**config.mk**
```make
export PLATFORM = sky130hd
export DESIGN_NAME = mem_dump_reader
export DESIGN_NICKNAME = d
export VERILOG_FILES = /design/src/rtl/mem_dump_reader.sv
export SDC_FILE = /design/constraint.sdc
export NUM_CORES = 1
export LEC_CHECK = 0
export ABC_AREA = 1
export ABC_CLOCK_PERIOD_IN_PS = 3300
export BUFFER_PORTS_ARGS = -buffer_cell sky130_fd_sc_hd__buf_4
export CAP_MARGIN = 10
export CORE_MARGIN = 2
export CORE_UTILIZATION = 54
export DETAILED_ROUTE_END_ITERATION = 16
export HOLD_SLACK_MARGIN = 0.08
export PLACE_DENSITY = 0.8
export SETUP_SLACK_MARGIN = 0.02
export SYNTH_ARGS = -nofsm -noshare
export SYNTH_HDL_FRONTEND = slang
export SYNTH_SLANG_ARGS = --single-unit
```
**constraint.sdc**
```tcl
create_clock -name clock -period 3.3 [get_ports clock]
set_clock_uncertainty 0.05 [all_clocks]
set_input_delay 0.33 -clock clock [delete_from_list [all_inputs] [get_ports clock]]
set_output_delay 0.33 -clock clock [all_outputs]
set_load 0.01 [all_outputs]
```
**src/rtl/mem_dump_reader.sv**
```systemverilog
// Walks a word range of instruction memory and streams each 32-bit word out
// LSB-first as four bytes on a valid/ready byte interface.
module mem_dump_reader #(
  parameter int ADDR_W       = 32,
  parameter int DATA_W       = 32,
  parameter int READ_LATENCY = 1
) (
  input  logic              clock,
  input  logic              reset,
  input  logic              start,
  input  logic [ADDR_W-1:0] base_addr,
  input  logic [15:0]       word_count,
  output logic [ADDR_W-1:0] Address,
  output logic              CS,
  output logic              OE,
  output logic              WE,
  input  logic [DATA_W-1:0] DataOut,
  output logic [7:0]        byte_out,
  output logic              byte_valid,
  input  logic              byte_ready,
  output logic              busy,
  output logic              done
);

  // state | meaning
  // IDLE  | waiting for start; done pulses from here
  // READ  | memory selected, waiting READ_LATENCY edges for DataOut
  // SEND  | streaming the captured word, one byte per transfer
  typedef enum logic [1:0] {IDLE, READ, SEND} state_t;

  localparam logic [1:0] LAT_LOAD = 2'(READ_LATENCY - 1);

  state_t            r_state;
  logic [ADDR_W-1:0] r_addr;
  logic              r_cs;
  logic              r_oe;
  logic [7:0]        r_byte_out;
  logic              r_byte_valid;
  logic              r_busy;
  logic              r_done;
  logic [15:0]       r_remaining;
  logic [1:0]        r_wait;
  logic [1:0]        r_byte_idx;
  logic [31:0]       r_word;

  always_ff @(posedge clock or posedge reset) begin
    if (reset) begin
      r_state      <= IDLE;
      r_addr       <= '0;
      r_cs         <= 1'b1;
      r_oe         <= 1'b0;
      r_byte_out   <= '0;
      r_byte_valid <= 1'b0;
      r_busy       <= 1'b0;
      r_done       <= 1'b0;
      r_remaining  <= '0;
      r_wait       <= '0;
      r_byte_idx   <= '0;
      r_word       <= '0;
    end else begin
      r_done <= 1'b0;
      case (r_state)
        IDLE: begin
          if (start) begin
            if (word_count == 16'd0) begin
              r_done <= 1'b1;
            end else begin
              r_addr      <= base_addr;
              r_remaining <= word_count;
              r_cs        <= 1'b0;
              r_oe        <= 1'b1;
              r_wait      <= LAT_LOAD;
              r_busy      <= 1'b1;
              r_state     <= READ;
            end
          end
        end
        READ: begin
          if (r_wait == 2'd0) begin
            r_word       <= DataOut[31:0];
            r_byte_out   <= DataOut[7:0];
            r_byte_idx   <= 2'd0;
            r_byte_valid <= 1'b1;
            r_cs         <= 1'b1;
            r_oe         <= 1'b0;
            r_state      <= SEND;
          end else begin
            r_wait <= r_wait - 2'd1;
          end
        end
        SEND: begin
          if (byte_ready) begin
            if (r_byte_idx == 2'd3) begin
              r_byte_valid <= 1'b0;
              if (r_remaining > 16'd1) begin
                r_addr      <= r_addr + ADDR_W'(1);
                r_remaining <= r_remaining - 16'd1;
                r_cs        <= 1'b0;
                r_oe        <= 1'b1;
                r_wait      <= LAT_LOAD;
                r_state     <= READ;
              end else begin
                r_done  <= 1'b1;
                r_busy  <= 1'b0;
                r_state <= IDLE;
              end
            end else begin
              r_byte_idx <= r_byte_idx + 2'd1;
              r_word     <= r_word >> 8;
              r_byte_out <= r_word[15:8];
            end
          end
        end
        default: r_state <= IDLE;
      endcase
    end
  end

  assign Address    = r_addr;
  assign CS         = r_cs;
  assign OE         = r_oe;
  assign WE         = 1'b0;
  assign byte_out   = r_byte_out;
  assign byte_valid = r_byte_valid;
  assign busy       = r_busy;
  assign done       = r_done;

endmodule

```
==> impl_metrics.tcl, run 1 <==
set metrics [dict create \
    slew_violations 0 \
    fillers 961 \
    finalHoldViolCount 0 \
    firstDrtPassIters 5 \
    ff2ff_path_depth 10 \
    syn_avg_cell_area_um2 6.45 \
    synth_seq_cells 91 \
    timing.setup.tns_ps 0 \
    cts_tree "yes" \
    grt_max_degree 78 \
    fin_nets 1090 \
    worstPathRequired_ps 3460 \
    slew_headroom 0.473 \
    drt_iter0_markers 290 \
    drt-vias-per-instance 5.05 \
    dp.cells 1125 \
    grt_pass1_wl_um 23700 \
    syn_nets 984 \
    dieArea_mm2 0.0115 \
    cts.clk_slew.worst_paths_ps 100 \
    gp_congestion 0.904 \
    core_area_mm2 0.0104 \
    synth_cell_types 30 \
    worst_slew_pin_slew_ps 791 \
    hpwl_um 10300 \
    ir_worst_vdd_mv 0.537 \
    rsz0062_at_grt "no" \
    cts_resized 0 \
    yosysWarnings 0 \
    p_int_mw 3.20 \
    pwr-share-comb 0.519 \
    synth_cells 895 \
    seqPwrFrac 0.365 \
    io_pins 130 \
    timing.setup.critical_path_class "reg -> reg" \
    p_leak_nw 3.52 \
    grt_usage 0.254 \
    rows 37 \
    hp-class "in -> reg" \
    ys_seq_area_frac 0.395 \
    numCtsBuffers 9 \
    drv_cap 0 \
    area_delta_synth_final_pct 20.2 \
    fin_crit_sh 0.700 \
    cts.sink_count 91 \
    crit_path_end_kind "register" \
    clockBufferDepth 2 \
    io_buffers 128 \
    max_freq_mhz 433 \
    grt_pass1_vias 5247 \
    cp_max_fo 71 \
    insertion_delay_ps 360 \
    status "finished clean" \
    powerDensity_mw_per_mm2 881 \
    hold_buffers 1 \
    wl_um 14000 \
    fp.dieH_um 107 \
    startpoint_type "register" \
    via_count 5768 \
    whs_path_depth 3 \
    h-tree-depth 3 \
    post-cts-setup-buffers 0 \
    cp.arrival_ps 2470 \
    setup_violations 0 \
    root_buffer "clkbuf_8" \
    drc 0 \
    final_cells 1142 \
    fin_crit_ps 2310 \
    switchingPower_mw 2.91 \
    die_x_um 107 \
    start_util 0.557 \
    antenna-diode-count 0 \
    antenna_left 0 \
    grt_overflow 0 \
    syn_area_mm2 0.00577 \
    switching_share 0.476 \
    antenna_found_initial 0 \
    drive_gt1_frac 0.175 \
    wl_per_cell_um 12.3 \
    clkPwrFrac 0.116 \
]
-- sequential cells by signal, indices dropped and copies added (netlist names) --
name         count
r_remaining     16
byte_out         7
done             1
byte_valid       1
r_wait           2
r_state          2
Address         32
OE               1
busy             1
CS               1
r_byte_idx       2
r_word          25
-- worst paths after layout --
check                              to         from  slack (ps)
max reg2reg                Address[8]   r_state[1]         990
min in group asynchronous  byte_valid        reset         550
max in group asynchronous  Address[9]        reset        1830
max                        Address[8]   r_state[1]         990
min reg2reg                        CS           CS         420
min                        r_word[26]  DataOut[26]         170
-- placed cells by master, fill, tap and decap left out, types with 3 or more instances in the layout --
cell type,Yosys,final
a21oi_1,5,5
a31oi_1,24,24
buf_4,14,135
clkbuf_8,0,10
clkinvlp_4,0,3
dfrtp_1,90,90
ha_1,5,5
inv_1,80,79
inv_2,5,5
nand2_1,359,359
nand3_1,89,89
nor2_1,109,109
nor2_4,2,3
o21ai_0,53,53
o21bai_1,6,6
or2_2,12,12
-- routing by layer --
| layer | wire length [µm] | GRT usage | part of all wire | vias to the layer above |
|---|---|---|---|---|
| met2 | 6620 | 0.425 | 0.47 | 162 |
| met1 | 6390 | 0.345 | 0.46 | 2564 |
| met3 | 716 | 0.0430 | 0.051 | 17 |
| met5 | 0 | 0 | 0 | - |
| li1 | - | - | - | 3025 |
| met4 | 265 | 0.0659 | 0.019 | 0 |
-- area by class of cell --
cell class | instances | area, µm² | area share
inverters | 85 | 320 | 0.0462
flip-flops and latches | 91 | 2280 | 0.328
clock buffers | 10 | 138 | 0.0198
multi-input cells | 678 | 2960 | 0.427
well taps | 136 | 170 | 0.0245
clock inverters | 6 | 48.8 | 0.00703
repair buffers | 136 | 1020 | 0.147
-- Yosys cell counts --
cell | count | area (µm²)
nand3_1 | 89 | 445
nor4_1 | 1 | 6.26
or2_2 | 12 | 75.1
buf_1 | 2 | 7.51
buf_2 | 11 | 55.1
o21ai_2 | 1 | 8.76
clkbuf_1 | 14 | 52.6
o21bai_1 | 6 | 45.0
o21a_1 | 1 | 7.51
dfrtp_1 | 90 | 2250
dfstp_2 | 1 | 26.3
nand3b_1 | 1 | 7.51
buf_4 | 14 | 105
nand2_1 | 359 | 1350
nand4_1 | 2 | 12.5
nor2_4 | 2 | 22.5
a21oi_4 | 1 | 16.3
o21ai_0 | 53 | 265
o31ai_1 | 2 | 15.0
inv_1 | 80 | 300
inv_2 | 5 | 18.8
ha_1 | 5 | 62.6
conb_1 | 1 | 3.75
a21oi_1 | 5 | 25.0
nor2_1 | 109 | 409
a31oi_1 | 24 | 150
nand2_4 | 1 | 11.3
nor3_1 | 1 | 5.00
a211oi_1 | 1 | 7.51
nor2_2 | 1 | 6.26
-- critical path, cell delays in order, from the launching register on --
cell	delay, ps
dfrtp_1	450
inv_2	110
nor2_4	40
buf_4	250
inv_2	120
nor2_4	40
inv_2	80
nand3_1	150
nor2_4	120
buf_4	510
o21ai_0	170
-- through the flow --
stage | setup slack [ps] | total power, mW | hold slack (ps) | utilization | cell area (µm²)
global route | 777 | 6.74 | 165 | 0.669 | 6940
CTS | 1010 | 6.14 | 153 | 0.669 | 6940
floorplan | 558 | 4.50 | 403 | - | 5770
detailed placement | 1010 | 5.42 | 398 | 0.650 | 6740
finish | 990 | 6.11 | 169 | 0.669 | 6940
global placement | 1110 | 5.33 | 398 | 0.650 | 6740
-- cell families (layout without fill, tap and decap cells) --
group / count (synthesis) / after routing / share of synthesized area
compound gates: 94 / 94 / 0.0936
fa+ha+maj: 5 / 5 / 0.0108
buf+inv: 126 / 237 / 0.0934
flops: 91 / 91 / 0.395
other cells: 1 / 1 / 0.000650
simple gates: 578 / 578 / 0.407
-- power groups by stage --
stage | Clock [mW] | Combinational (mW) | Sequential [mW]
4_1_cts | 0.728 | 3.19 | 2.22
6_report | 0.712 | 3.17 | 2.23
2_1_floorplan | 0 | 2.31 | 2.20
3_5_place_dp | 0 | 3.19 | 2.23
3_3_place_gp | 0 | 3.10 | 2.23
5_1_grt | 0.771 | 3.65 | 2.32
Note: power is estimated with default switching activity, not from simulation.
==> run 2, diff against run 1 <==
--- a/config.mk
+++ b/config.mk
@@ -5,15 +5,15 @@
 export SDC_FILE = /design/constraint.sdc
 export NUM_CORES = 1
 export LEC_CHECK = 0
-export ABC_AREA = 1
-export ABC_CLOCK_PERIOD_IN_PS = 3300
+export ABC_AREA = 0
+export ABC_CLOCK_PERIOD_IN_PS = 2250
 export BUFFER_PORTS_ARGS = -buffer_cell sky130_fd_sc_hd__buf_4
 export CAP_MARGIN = 10
 export CORE_MARGIN = 2
 export CORE_UTILIZATION = 54
 export DETAILED_ROUTE_END_ITERATION = 16
 export HOLD_SLACK_MARGIN = 0.08
-export PLACE_DENSITY = 0.8
+export PLACE_DENSITY = 0.81
 export SETUP_SLACK_MARGIN = 0.02
 export SYNTH_ARGS = -nofsm -noshare
 export SYNTH_HDL_FRONTEND = slang
==> constraint.sdc (replaced) <==
create_clock -name clock -period 2.25 [get_ports clock]
set_clock_uncertainty 0.05 [all_clocks]
set_input_delay 0.225 -clock clock [delete_from_list [all_inputs] [get_ports clock]]
set_output_delay 0.225 -clock clock [all_outputs]
set_load 0.01 [all_outputs]
==> run 2 against run 1 <==
Compared with the run above:
- synthesized cell count fell by 35%
- worst hold slack worse by 77 ps
- register-to-register slack got worse by 930 ps
- die area decreased by 9.0%
- total power rose by 54%
- critical path depth is 4 lower
- non-clock buffer count grew 50
- sequential cell count stayed put
- first-iteration DRC count increased by 50%
- sequential power grew 43%
- clock power is 54% higher
- critical endpoint is now r_remaining[0]
==> impl_metrics.tcl, run 2 <==
set metrics [dict create \
    hold_path_startpoint "start" \
    antenna_left 0 \
    synth_edf_count 0 \
    hpwl_um 10000 \
    largest_reg_flops 32 \
    yosys.cell_count.top_type "dfrtp_1" \
    grt_use_met3 0.0349 \
    io_pins 130 \
    mostFrequentLayoutCells "buf_4 (162), dfrtp_1 (89), o21ai_0 (56)" \
    clockBufferDepth 2 \
    finish.utilization 0.742 \
    synth_top_cells_by_count "dfrtp_1 (90), nand2_1 (56), o21ai_0 (56)" \
    core_area_mm2 0.00933 \
    final_common_cell "buf_4" \
    fillers 674 \
    ir_worst_vdd_mv 0.873 \
    max_freq_mhz 456 \
    synth_cell_types 53 \
    h-tree-depth 3 \
    status "finished clean" \
    hp-class "in -> reg" \
    setup_violations 0 \
    grt_usage 0.283 \
    synth_seq_cells 91 \
    powerDensity_mw_per_mm2 1360 \
    rsz0062_at_grt "yes" \
    min_to "busy" \
    drv_cap 0 \
    whs_path_depth 3 \
    cts_tree "yes" \
    yosysTopAreaCellShare 0.431 \
    grt_pass1_wl_um 23400 \
    timing.setup.critical_path_class "reg -> reg" \
    r2r_start "r_remaining[10]" \
    gp_congestion 0.889 \
    dieArea_mm2 0.0105 \
    fin_crit_ps 2190 \
    drc 0 \
    synth_cells 578 \
    finalHoldViolCount 0 \
    cts.clk_slew.worst_paths_ps 90 \
    root_buffer "clkbuf_8" \
    busiest_layer "met2" \
    startpoint_type "register" \
    cp_max_fo 19 \
    worst_slew_pin_slew_ps 539 \
    worstReg2RegEnd "r_remaining[0]" \
    slew_headroom 0.640 \
    syn_nets 667 \
    syn_avg_cell_area_um2 9.05 \
    grt_max_degree 92 \
    via_count 5279 \
    worstPathRequired_ps 2450 \
    grt_util_met1 0.397 \
    slew_violations 0 \
    area_delta_synth_final_pct 32.3 \
    numCtsBuffers 9 \
    globalRouteMet2Util 0.460 \
    grt_pass1_vias 4821 \
    synthTopCellsByArea "dfrtp_1 (43%), o21ai_0 (5.4%), a2bb2oi_1 (5.2%)" \
    crit_path_end_kind "register" \
    ys_async_sr_fraction 1.00 \
    start_util 0.561 \
    drt-vias-per-instance 6.22 \
    fin_crit_sh 0.974 \
    drive_gt1_frac 0.296 \
    drt_iter0_markers 435 \
    die_x_um 102 \
    yosysWarnings 0 \
    whs_ps 92.4 \
    ff2ff_path_depth 6 \
    antenna-diode-count 0 \
    ys_seq_area_frac 0.436 \
    fin_nets 806 \
    antenna_found_initial 0 \
    wl_per_cell_um 17.6 \
    wl_um 15000 \
    insertion_delay_ps 360 \
    synth_top_cell_by_area "dfrtp_1" \
    cts.sink_count 91 \
    firstDrtPassIters 5 \
    p_leak_nw 3.04 \
    r2r_slack_ps 60 \
    rows 35 \
    io_buffers 128 \
    fp.dieH_um 102 \
    cp.arrival_ps 2390 \
    syn_area_mm2 0.00523 \
    yosys_most_used_dff "dfrtp_1" \
    grt_overflow 0 \
]
==> run 2: layout make-up <==
type	count	area, µm²	share of cell area
sequential	91	2280	0.329
clock inverter	2	37.5	0.00542
multi-input combinational	418	2670	0.385
tap	129	161	0.0233
timing repair buffer	186	1580	0.229
inverter	11	45.0	0.00651
clock buffer	12	145	0.0210
==> run 2: logic make-up (layout without fill, tap and decap cells) <==
logic type                 after synthesis  in the layout  share of synthesized area
and+or+nand+nor                        206            207                      0.200
AOI/OAI and AO/OA                      178            178                      0.233
DFF                                     91             91                      0.436
buffers and inverters                   70            211                     0.0674
muxes                                   27             27                     0.0517
adders and majority gates                5              5                     0.0120
other                                    1              1                   0.000717
==> run 2: how the worst max path moves through the flow <==
| stage | startpoint | end | slack (ps) | depth (start not counted) |
|---|---|---|---|---|
| 2_1_floorplan | r_remaining[0] | r_remaining[14] | 110 | 8 |
| 4_1_cts | r_remaining[10] | Address[30] | 30 | 6 |
| 6_report | r_remaining[10] | r_remaining[0] | 60 | 6 |
| 3_5_place_dp | r_byte_idx[0] | Address[19] | -30 | 8 |
| 3_3_place_gp | r_byte_idx[0] | Address[22] | 60 | 8 |
| 5_1_grt | r_remaining[0] | r_remaining[10] | -20 | 7 |
==> run 2: power by group <==
group	internal (mW)	switching [mW]	total, mW
combinational	2.44	2.68	5.12
clock	0.534	0.564	1.10
sequential	2.43	0.755	3.18
total	5.40	4.00	9.40
==> run 2: per-stage QoR <==
stage | instance area (µm²) | TNS, ps | std cells | power (mW) | setup slack, ps
finish | 6920 | 0 | 849 | 9.40 | 59.0
global placement | 6450 | 0 | 814 | 7.75 | 58.3
CTS | 6740 | 0 | 838 | 9.11 | 30.0
detailed placement | 6450 | -68.9 | 814 | 7.97 | -32.5
global route | 6920 | -35.8 | 849 | 10.0 | -23.6
floorplan | 5240 | 0 | 578 | 6.18 | 111
==> run 2: critical path: stages, from the launching register on <==
cell and delay, ps:
dfrtp_1 450, or4_4 570, nor4_4 330, buf_6 190, buf_12 160, nor4_1 70
a211o_1 270
==> run 2: what timing repair did <==
action                     CTS  global route
gates cloned                 1             3
hold endpoints to repair    98             0
pin swaps                    1             4
buffers inserted             0             9
setup endpoints to repair   21            32
hold buffers                 9             0
resized for setup            2            13
==> run 2: per-layer routing <==
| layer | wire [µm] | vias up |
|---|---|---|
| met5 | 0 | - |
| met4 | 349 | 0 |
| met3 | 1120 | 36 |
| met2 | 7360 | 271 |
| met1 | 6140 | 2524 |
| li1 | - | 2448 |
